$ cat src/rtl/testbasic12_feeder.sv
// Order-preserving circular buffer between a CompoundType producer and TestBasic12's b_in port.
// Optional same-cycle pass-through when empty: define TESTBASIC12_FEEDER_BYPASS_EN.

package testbasic12_types;
  typedef enum logic {
    MODE_READ  = 1'b0,
    MODE_WRITE = 1'b1
  } mode_t;

  typedef struct packed {
    mode_t              mode;
    logic signed [31:0] x;
    logic               y;
  } compound_type_t;
endpackage

module testbasic12_feeder
  import testbasic12_types::*;
#(
  parameter int DEPTH = 4
) (
  input  logic                         clk,
  input  logic                         rst,
  input  compound_type_t               c_in,
  input  logic                         c_in_sync,
  output logic                         c_in_notify,
  output compound_type_t               b_out,
  output logic                         b_out_notify,
  input  logic                         b_out_sync,
  output logic [$clog2(DEPTH+1)-1:0]   level
);

  localparam int PW = $clog2(DEPTH);
  localparam int CW = $clog2(DEPTH + 1);
  localparam logic [CW-1:0] FULL = CW'(DEPTH);
  localparam compound_type_t RESET_VALUE = '{mode: MODE_READ, x: 32'sd0, y: 1'b0};

  compound_type_t mem [DEPTH];

  logic [PW-1:0]  rd_ptr_reg, rd_ptr_next;
  logic [PW-1:0]  wr_ptr_reg, wr_ptr_next;
  logic [CW-1:0]  count_reg, count_next;
  compound_type_t b_out_reg, b_out_next;
  logic           b_out_notify_reg;
  logic           c_in_notify_reg;
  logic           enq, deq, pass_through, head_fwd;

  always_comb begin
`ifdef TESTBASIC12_FEEDER_BYPASS_EN
    pass_through = (count_reg == '0) && c_in_sync && b_out_sync;
`else
    pass_through = 1'b0;
`endif
    // A transaction that leaves in the same cycle it arrives is never stored.
    enq = c_in_sync && c_in_notify_reg && !pass_through;
    deq = b_out_notify_reg && b_out_sync;

    rd_ptr_next = deq ? rd_ptr_reg + 1'b1 : rd_ptr_reg;
    wr_ptr_next = enq ? wr_ptr_reg + 1'b1 : wr_ptr_reg;

    count_next = count_reg;
    case ({enq, deq})
      2'b10:   count_next = count_reg + 1'b1;
      2'b01:   count_next = count_reg - 1'b1;
      default: count_next = count_reg;
    endcase

    // The slot being written this edge becomes the head: forward c_in past the array.
    head_fwd   = enq && (wr_ptr_reg == rd_ptr_next);
    b_out_next = b_out_reg;
    if (count_next != '0) begin
      b_out_next = head_fwd ? c_in : mem[rd_ptr_next];
    end
    if (pass_through) begin
      b_out_next = c_in;
    end
  end

  always_ff @(posedge clk or posedge rst) begin
    if (rst) begin
      rd_ptr_reg       <= '0;
      wr_ptr_reg       <= '0;
      count_reg        <= '0;
      b_out_reg        <= RESET_VALUE;
      b_out_notify_reg <= 1'b0;
      c_in_notify_reg  <= 1'b1;
    end else begin
      rd_ptr_reg       <= rd_ptr_next;
      wr_ptr_reg       <= wr_ptr_next;
      count_reg        <= count_next;
      b_out_reg        <= b_out_next;
      b_out_notify_reg <= (count_next != '0);
      c_in_notify_reg  <= (count_next < FULL);
    end
  end

  // Storage carries no reset; validity is tracked entirely by count_reg.
  always_ff @(posedge clk) begin
    if (enq) begin
      mem[wr_ptr_reg] <= c_in;
    end
  end

`ifdef TESTBASIC12_FEEDER_BYPASS_EN
  assign b_out        = (count_reg == '0) ? c_in : b_out_reg;
  assign b_out_notify = (count_reg == '0) ? (c_in_sync && !rst) : b_out_notify_reg;
`else
  assign b_out        = b_out_reg;
  assign b_out_notify = b_out_notify_reg;
`endif
  assign c_in_notify  = c_in_notify_reg;
  assign level        = count_reg;

endmodule

$ cat config.mk
export PLATFORM = sky130hd
export DESIGN_NAME = testbasic12_feeder
export DESIGN_NICKNAME = d
export VERILOG_FILES = /design/src/rtl/testbasic12_feeder.sv
export SDC_FILE = /design/constraint.sdc
export NUM_CORES = 1
export LEC_CHECK = 0
export CORE_MARGIN = 1
export CORE_UTILIZATION = 45
export CTS_BUF_LIST = sky130_fd_sc_hd__clkbuf_2
export DETAILED_ROUTE_END_ITERATION = 16
export GPL_ROUTABILITY_DRIVEN = 0
export SLEW_MARGIN = 10
export SYNTH_ARGS = -nofsm -noshare
export SYNTH_HDL_FRONTEND = slang
export SYNTH_SLANG_ARGS = --single-unit
export TNS_END_PERCENT = 5
$ cat constraint.sdc
create_clock -name clk -period 3.3 [get_ports clk]
set_input_delay 0.33 -clock clk [delete_from_list [all_inputs] [get_ports clk]]
set_output_delay 0.33 -clock clk [all_outputs]
set_load 0.005 [all_outputs]
==> reports/metrics.yaml <==
first_global_vias: 5847
rrSetupSlack_ps: 460
layout_common_cells: "a211oi_1, edfxtp_1, clkdlybuf4s50_1"
synth_compound_area_share_pct: 20.0
hold_viol: 0
seqPwrFrac_pct: 38.5
fp.dieArea_um2: 19400
hp-class: "input port to register"
areaGrowthSynthToFinish_pct: 15.3
cts.clk_slew.worst_paths_ps: 280
synth_ff_type: "edfxtp_1"
first_pass_iters: 5
ant_nets: 0
p_clk_share_pct: 15.0
nFillCells: 1541
slew_violations: 0
rsz0062_at_grt: "false"
fmax_mhz: 352
synth_edf_count: 136
initial_core_util_pct: 46.7
via_per_inst: 5.97
fin_nets: 749
yosysWarningCount: 0
synthSimpleGateAreaFrac_pct: 6.05
finalNonFillerCells: 948
whs_ps: 188
setup-tns-final_ps: 0
grt_busiest_layer: "met2"
netlist_area_um2: 8500
dp_hpwl_um: 10800
internal-power_mw: 5.40
period_needed_ps: 2840
finalClockSkew_ps: 49.0
power_switching_mw: 3.44
cts_root_buf: "clkbuf_2"
wl_per_cell_um: 21.1
grt_use_total_pct: 21.1
path_class: "register to register"
port_buffers: 76
outcome: "finished clean"
rows: 49
critPathCaptureType: "register"
htree_levels: 4
timing.max_cap.violations: 0
cts.path.max_buffers: 2
drc: 0
hp-start: "c_in[0]"
cp_data_arrival_time_ps: 3510
met2_usage_pct: 38.4
synth_cells: 653
worstSkewPairLatency_ps: 760
p_total_mw: 8.84
pre_cts_slack_ps: 51.8
antenna_found_initial: 1
pwr-share-comb_pct: 46.5
grt_start_max_net_pins: 96
reg2reg_from: "c_in_notify"
groute.layer.met3.usage_pct: 3.41
fp.dieW_um: 139
synth_top_area_cell: "edfxtp_1"
worst_slew_pin_slew_ps: 866
routed-via-count: 5658
cts_tree: "built"
yosysUniqueCellTypes: 31
timing.rr.end: "b_out[24]"
cts_buffers: 17
post-route-period-util_pct: 86.1
die_h_um: 139
synthXorXnorAreaFrac_pct: 0.618
irDropWorstVdd_v: 0.000468
grt_first_pass_wirelength_um: 31100
drive_above_1_share_pct: 8.50
hold_end: "mem[0][0]"
switching_share_pct: 38.9
totalWireLength_um: 20000
drt-initial-drc-count: 391
r2r_cells: 9
ys_ff_latch: 179
yosys.area.top_type_share_pct: 48.0
overflow: 0
avgSynthCellArea_um2: 13.0
power.density_nw_per_um2: 902
setup_ws_ps: 458
synthMuxAreaShare_pct: 8.26
startpoint_type: "register"
async_reset_ff_share_pct: 24.0
crit_required_ps: 3960
use_met1_pct: 25.3
dp_cells: 914
min_path_cells: 1
netlist_top_cells_area: "edfxtp_1, dfrtp_1, a211oi_1, mux2i_1, nor2b_1"
path_max_fanout: 35
largest_reg_flops: 136
setup_viol: 0
critical_path.startpoint: "c_in_notify"
power.leakage_nw: 3.32
ioPinCount: 77
synth_top_family_by_area: "compound AO/OA/AOI/OAI gates"
synth-seq-area-share_pct: 60.7
syn-num-nets: 697
clock-sinks: 179
core_area_um2: 18200
synth_fa_ha_area_share_pct: 0.971
slew_headroom_pct: 42.3
-- worst max path at each step --
| stage | endpoint | slack [ps] | depth (start not counted) |
|---|---|---|---|
| final | b_out[24] | 460 | 9 |
| after global routing | b_out[18] | 250 | 9 |
| after CTS | b_out[24] | 400 | 9 |
| after detailed placement | b_out[24] | 50 | 12 |
| after global placement | b_out[12] | 170 | 12 |
| after floorplan | b_out[24] | 370 | 14 |
-- cells in the mapped netlist (all sizes together), types with 2 or more instances --
master and instances:
a211oi 136, edfxtp 136, mux2i 69, nor2b 68
dfrtp 42, o21ai 36, a21oi 34, o2bb2ai 34
clkbuf 32, buf 26, inv 9, ha 5
xnor2 5, and3 4, nand2 4, nor3 2
o21a 2
-- layer usage --
layer,vias to the layer above,share of wire (%)
met5,-,0
met4,0,1.2
met3,19,3.3
met2,112,52
met1,2856,43
li1,2671,-
-- power by group through the flow --
stage,clock network (mW),logic [mW],registers [mW]
6_report,1.32,4.11,3.41
4_1_cts,1.35,4.17,3.41
2_1_floorplan,0,2.77,3.33
5_1_grt,1.44,4.51,3.47
3_3_place_gp,0,3.99,3.44
3_5_place_dp,0,4.15,3.45
-- cells by family after synthesis --
group           Yosys count
flops                   179
compound gates          244
simple gates             81
mux                      70
buf+inv                  67
fa+ha+maj                 6
xor+xnor                  6
-- worst max-delay path, stage by stage, from the launching register on --
cell,delay [ps]
dfstp_2,620
nand2_1,130
ha_1,250
inv_1,70
fa_1,410
mux2i_1,310
nor3_4,80
inv_2,510
o21ai_0,200
o2bb2ai_1,190
-- cell type report --
| cell class | count | area, um^2 | area share (%) |
|---|---|---|---|
| Clock buffer | 18 | 90.1 | 0.919 |
| Inverter | 9 | 33.8 | 0.345 |
| Tap cell | 229 | 287 | 2.92 |
| Multi-Input combinational cell | 407 | 3070 | 31.3 |
| Timing Repair Buffer | 91 | 938 | 9.57 |
| Antenna cell | 1 | 2.50 | 0.0255 |
| Clock inverter | 14 | 211 | 2.16 |
| Sequential cell | 179 | 5170 | 52.7 |
-- metrics by stage --
step           util, %  instance area (um^2)
6_report          53.8                  9800
5_1_grt           53.8                  9800
4_1_cts           53.8                  9800
3_5_place_dp      52.1                  9490
3_3_place_gp      52.1                  9490
2_1_floorplan        -                  8500
-- repair_timing --
item	4_1_cts	5_1_grt
hold buffers	1	0
hold endpoints to repair	12	0
setup buffers	0	0
gates resized for setup	0	0
Note: power is estimated with default switching activity, not from simulation.
